$ cat src/rtl/sqrt_pkg.sv
// Shared definitions for the sequential integer square root: state encoding
// and elaboration-time helpers.
package sqrt_pkg;

    typedef enum logic {
        IDLE = 1'b0,
        CALC = 1'b1
    } state_t;

    // One result bit is produced per iteration.
    function automatic int unsigned iter_count(input int unsigned width);
        return width / 2;
    endfunction

    function automatic int unsigned clog2(input int unsigned value);
        int unsigned r;
        r = 0;
        while ((64'd1 << r) < 64'(value)) begin
            r = r + 1;
        end
        return r;
    endfunction

endpackage

$ cat src/rtl/sqrt_step.sv
// One digit-by-digit square root iteration: trial subtract of (y | m) from
// the partial remainder x, shifting the root accumulator right.
module sqrt_step
    import sqrt_pkg::*;
#(
    parameter int unsigned WIDTH = 16
) (
    input  logic [WIDTH-1:0] x,
    input  logic [WIDTH-1:0] y,
    input  logic [WIDTH-1:0] m,
    output logic [WIDTH-1:0] x_next,
    output logic [WIDTH-1:0] y_next
);

    logic [WIDTH-1:0] b;

    // y and m never share set bits, so y | m equals y + m.
    always_comb begin
        b = y | m;
        if (x >= b) begin
            x_next = x - b;
            y_next = (y >> 1) | m;
        end else begin
            x_next = x;
            y_next = y >> 1;
        end
    end

endmodule

$ cat src/rtl/sqrt_seq_param.sv
// Multi-cycle floor(sqrt(a)) with remainder, one result bit per clock, with a
// start/busy/done handshake. Latency is fixed at WIDTH/2 iterations.
module sqrt_seq_param
    import sqrt_pkg::*;
#(
    parameter int unsigned WIDTH = 16
) (
    input  logic                           clk_i,
    input  logic                           rst_i,
    input  logic                           start_i,
    input  logic [WIDTH-1:0]               a_bi,
    output logic                           busy_o,
    output logic                           done_o,
    output logic [iter_count(WIDTH)-1:0]   y_bo,
    output logic [iter_count(WIDTH):0]     rem_bo
);

    localparam int unsigned N    = iter_count(WIDTH);
    localparam int unsigned CntW = (clog2(N) > 0) ? clog2(N) : 1;
    localparam logic [WIDTH-1:0] MInit = WIDTH'(1) << (WIDTH - 2);

    if ((WIDTH < 4) || ((WIDTH % 2) != 0)) begin : g_bad_width
        $error("sqrt_seq_param: WIDTH must be even and >= 4");
    end

    state_t            state;
    logic [WIDTH-1:0]  x_q;
    logic [WIDTH-1:0]  y_q;
    logic [WIDTH-1:0]  m_q;
    logic [CntW-1:0]   cnt_q;
    logic [WIDTH-1:0]  x_next;
    logic [WIDTH-1:0]  y_next;

    sqrt_step #(
        .WIDTH (WIDTH)
    ) u_step (
        .x      (x_q),
        .y      (y_q),
        .m      (m_q),
        .x_next (x_next),
        .y_next (y_next)
    );

    always_ff @(posedge clk_i or posedge rst_i) begin
        if (rst_i) begin
            state  <= IDLE;
            x_q    <= '0;
            y_q    <= '0;
            m_q    <= '0;
            cnt_q  <= '0;
            busy_o <= 1'b0;
            done_o <= 1'b0;
            y_bo   <= '0;
            rem_bo <= '0;
        end else begin
            done_o <= 1'b0;
            case (state)
                IDLE: begin
                    if (start_i) begin
                        x_q    <= a_bi;
                        y_q    <= '0;
                        m_q    <= MInit;
                        cnt_q  <= CntW'(N - 1);
                        busy_o <= 1'b1;
                        state  <= CALC;
                    end
                end
                CALC: begin
                    x_q <= x_next;
                    y_q <= y_next;
                    m_q <= m_q >> 2;
                    if (cnt_q == '0) begin
                        // After the last step the root and remainder fit N and N+1 bits.
                        y_bo   <= y_next[N-1:0];
                        rem_bo <= x_next[N:0];
                        done_o <= 1'b1;
                        busy_o <= 1'b0;
                        state  <= IDLE;
                    end else begin
                        cnt_q <= cnt_q - 1'b1;
                    end
                end
                default: state <= IDLE;
            endcase
        end
    end

endmodule

$ cat config.mk
export PLATFORM = sky130hd
export DESIGN_NAME = sqrt_seq_param
export DESIGN_NICKNAME = d
export VERILOG_FILES = /design/src/rtl/sqrt_pkg.sv /design/src/rtl/sqrt_step.sv /design/src/rtl/sqrt_seq_param.sv
export SDC_FILE = /design/constraint.sdc
export NUM_CORES = 1
export LEC_CHECK = 0
export BUFFER_PORTS_ARGS = -buffer_cell sky130_fd_sc_hd__buf_2
export CORE_MARGIN = 2
export CORE_UTILIZATION = 43
export CTS_BUF_LIST = sky130_fd_sc_hd__clkbuf_4 sky130_fd_sc_hd__clkbuf_8 sky130_fd_sc_hd__clkbuf_16
export CTS_CLUSTER_SIZE = 28
export DETAILED_ROUTE_END_ITERATION = 6
export GPL_TIMING_DRIVEN = 0
export PLACE_DENSITY = 0.6
export SYNTH_ARGS = -nofsm -noshare
export SYNTH_HDL_FRONTEND = slang
export SYNTH_HIERARCHICAL = 1
export SYNTH_SLANG_ARGS = --single-unit
$ cat constraint.sdc
create_clock -name clk_i -period 3.55 [get_ports clk_i]
set_clock_uncertainty 0.2 [all_clocks]
set_input_delay 0.71 -clock clk_i [delete_from_list [all_inputs] [get_ports clk_i]]
set_output_delay 0.71 -clock clk_i [all_outputs]
set_load 0.01 [all_outputs]
==> run_results.csv <==
group,metric,value,unit
power_and_ir_drop,power_leakage,2.19,nW
logic_synthesis,synth_fa_ha_area_share,6.22,%
placed_design,place_congestion,0.841,
detailed_routing,firstDrtPassIters,4,
detailed_routing,dr.first_iter.drc_count,169,
clocking,worst_path_clk_slew,0.08,ns
clocking,cts-root-buf,"sky130_fd_sc_hd__clkbuf_8",
finish,syn_to_final_growth,14.9,%
finish,drive_above_1_share,20.4,%
detailed_routing,post_dr_wirelength_cell,16.9,um
worst_setup_path,worstPathMaxFanout,10,
clocking,postCtsHoldBufs,0,
grt,antenna_found_initial,0,
clocking,cts_inserted_buffers,9,
logic_synthesis,post_synth_main_area_contributors,"sky130_fd_sc_hd__dfrtp_1 40%, sky130_fd_sc_hd__ha_1 5.7%, sky130_fd_sc_hd__o21ai_0 5.7%",
run,maxCapViolCount,0,
logic_synthesis,synth_compound_gate_area_share,19.5,%
detailed_routing,post_drt_via_cell_ratio,5.43,
logic_synthesis,ys_seq_elements,63,
clocking,clock_tree_from_tritoncts,"done",
grt,grt_usage,21.6,%
power_and_ir_drop,clock_power_share,12.1,%
worst_setup_path,setup.worst_path.start_class,"flop",
finish,num_antenna_cells,0,
detailed_routing,drtAntennaViolNets,0,
logic_synthesis,synth_area,3940,um^2
worst_setup_path,worstSetupEndpointType,"flop",
finish,finalNetCount,514,
finish,stdcell_area,4530,um^2
die,start_util,44.8,%
grt,grt_pass1_vias,3157,
logic_synthesis,post_synth_most_frequent_cells,"63 x sky130_fd_sc_hd__dfrtp_1, 45 x sky130_fd_sc_hd__nand2_1, 45 x sky130_fd_sc_hd__o21ai_0",
placed_design,post_dp_cell_area,4330,um^2
clocking,cts_max_path_buffers,2,
die,die-area,9950,um^2
clocking,clock-sinks,63,
worst_setup_path,worst-endpoint-arrival,3.32,ns
logic_synthesis,post-synth-top-count-cell,"sky130_fd_sc_hd__dfrtp_1",
timing,achievable_freq,305,MHz
worst_setup_path,required,3.60,ns
logic_synthesis,synth_enable_flop_cells,0,
grt,grt_max_degree,36,
finish,instances_no_fill,589,
power_and_ir_drop,seq_power_share,24.7,%
detailed_routing,routed_wirelength,9980,um
timing,finalCriticalPeriod,3.28,ns
logic_synthesis,netlist.top_cell.by_area,"sky130_fd_sc_hd__dfrtp_1",
logic_synthesis,synth_seq_area_share,40.0,%
timing,worst_slew_pin_slew,0.781,ns
clocking,cts_setup_buffers,0,
logic_synthesis,async_flop_share,100,%
logic_synthesis,postSynth.topFlopCell,"sky130_fd_sc_hd__dfrtp_1",
logic_synthesis,synth_warnings,6,
timing,setup-violations-final,0,
power_and_ir_drop,power_report.internal_total,2.96,mW
logic_synthesis,synth_top_family_by_area,"compound AO/OA/AOI/OAI gates",
power_and_ir_drop,ir_drop,0.451,mV
outcome,outcome,"complete, no violations",
die,boundaryPins,38,
die,dieHeight,99.7,um
power_and_ir_drop,power.share.combinational,63.2,%
grt,wire_length_of_the_first_global_routing_pass,16600,um
timing,worst_slew_margin_rel,47.9,%
timing,fin_tns_setup,0,ns
placed_design,place.detailed.hpwl,7230,um
timing,grt_setup_unrepaired,"no",
clocking,clock_latency_late_sink,0.36,ns
die,placementRows,34,
timing,fin_crit_sh,92.3,%
logic_synthesis,netlist_instances,413,
detailed_routing,number_of_vias_in_the_routed_layout,3197,
logic_synthesis,synthDistinctLibCells,56,
detailed_routing,drc,0,
logic_synthesis,yosys.area_share.xor_xnor,2.22,%
worst_hold_path,hold_path.class,"in2async",
logic_synthesis,synth_simple_gate_area_share,15.7,%
logic_synthesis,syn_avg_cell_area,9.54,um^2
logic_synthesis,synth.mux.area_fraction,11.2,%
placed_design,io_buffers,36,
logic_synthesis,yosys.area.top_type_share,40.0,%
timing,finalHoldViolations,0,
power_and_ir_drop,switching_share,45.4,%
clocking,post_cts_resize_count,0,
clocking,ctsHtreeMaxLevel,3,
timing,drv_slew,0,
grt,global_route.overflow_total,0,
placed_design,placed_cells_incl_taps,573,
power_and_ir_drop,powerDensity,1200,nW/um^2
die,fp.dieW,99.7,um
worst_setup_path,worst_setup_path_category,"reg2reg",
die,core_area,8810,um^2
power_and_ir_drop,power.switching,2.46,mW
metal layers:
layer | vias up | global-route usage (%) | share of wire (%) | wire length (um)
met2 | 65 | 33.7 | 47 | 4680
met1 | 1546 | 30.6 | 48 | 4790
met4 | 0 | 7.80 | 1.4 | 143
met5 | - | 0 | 0 | 0
li1 | 1574 | - | - | -
met3 | 12 | 3.30 | 3.6 | 359
area by class of cell:
type,instances,area (um^2)
fillers,850,4280
multi-input cells,332,2220
flip-flops and latches,63,1580
repair buffers,37,200
plain buffers,24,165
well taps,108,135
clock buffers,9,124
clock inverters,7,71.3
inverters,9,33.8
final timing paths:
| check | startpoint | end | slack [ns] | depth (start not counted) |
|---|---|---|---|---|
| max in group asynchronous | rst_i | y_q[12]$_DFFE_PP0P_ | 2.23 | 3 |
| worst min register to register | cnt_q[1]$_DFFE_PP0P_ | cnt_q[1]$_DFFE_PP0P_ | 0.30 | 1 |
| min in group clk_i | cnt_q[1]$_DFFE_PP0P_ | cnt_q[1]$_DFFE_PP0P_ | 0.30 | 1 |
| worst max-delay path | m_q[0]$_DFFE_PP0P_ | y_bo[6]$_DFFE_PP0P_ | 0.27 | 12 |
| worst max register to register | m_q[0]$_DFFE_PP0P_ | y_bo[6]$_DFFE_PP0P_ | 0.27 | 12 |
| worst min-delay path | rst_i | y_q[4]$_DFFE_PP0P_ | 0.29 | 2 |
cell usage in the layout, fill, tap and decap left out, drive strengths merged, types with 3 or more instances in the layout:
| cell | instances |
|---|---|
| nand2b | 24 |
| conb | 16 |
| inv | 10 |
| mux2i | 16 |
| clkinvlp | 3 |
| o21ai | 46 |
| mux2 | 21 |
| xnor2 | 4 |
| ha | 18 |
| nor2 | 38 |
| nand3 | 4 |
| buf | 53 |
| o21a | 5 |
| o31a | 4 |
| xor2 | 6 |
| clkbuf | 17 |
| nand2 | 45 |
| and4 | 3 |
| a21oi | 26 |
| a21o | 18 |
| dfrtp | 63 |
| and3 | 3 |
registers in the layout (all words and copies together), names as in the netlist:
| signal | cells |
|---|---|
| state | 1 |
| x_q | 16 |
| done_o | 1 |
| cnt_q | 3 |
| y_q | 16 |
| busy_o | 1 |
| m_q | 8 |
| rem_bo | 9 |
| y_bo | 8 |
worst max-delay path, cell delays in order, from the launching register on:
cell and delay, ns:
sky130_fd_sc_hd__dfrtp_1 0.38, sky130_fd_sc_hd__or2_2 0.13, sky130_fd_sc_hd__ha_1 0.17, sky130_fd_sc_hd__inv_1 0.06, sky130_fd_sc_hd__fa_1 0.40, sky130_fd_sc_hd__a21o_1 0.24
sky130_fd_sc_hd__a221oi_2 0.35, sky130_fd_sc_hd__a311oi_1 0.16, sky130_fd_sc_hd__a211o_1 0.31, sky130_fd_sc_hd__buf_6 0.16, sky130_fd_sc_hd__buf_6 0.15, sky130_fd_sc_hd__a21o_1 0.21
sky130_fd_sc_hd__mux2_2 0.26
through the flow:
stage	total power, mW	hold WS (ns)	worst slack (ns)	util, %
finish	5.41	0.288	0.273	51.4
global route	5.91	0.324	0.171	51.4
CTS	5.42	0.298	0.292	51.4
detailed placement	4.73	0.281	0.307	49.2
global placement	4.67	0.277	0.204	49.0
floorplan	3.91	0.264	0.608	-
cell families (layout without fill, tap and decap cells):
group / count (synthesis) / in the layout
AOI/OAI and AO/OA: 122 / 122
xor gates and xnor gates: 10 / 10
adders and majority gates: 19 / 19
buffers and inverters: 33 / 86
DFF: 63 / 63
muxes: 37 / 37
other: 1 / 16
and+or+nand+nor: 128 / 128
power groups by stage:
stage,clock [mW],combinational [mW],sequential [mW]
5_1_grt,0.703,3.82,1.39
3_3_place_gp,0,3.33,1.34
4_1_cts,0.667,3.41,1.34
2_1_floorplan,0,2.58,1.34
3_5_place_dp,0,3.38,1.35
6_report,0.656,3.42,1.34
Power figures use the tool's default switching activity.
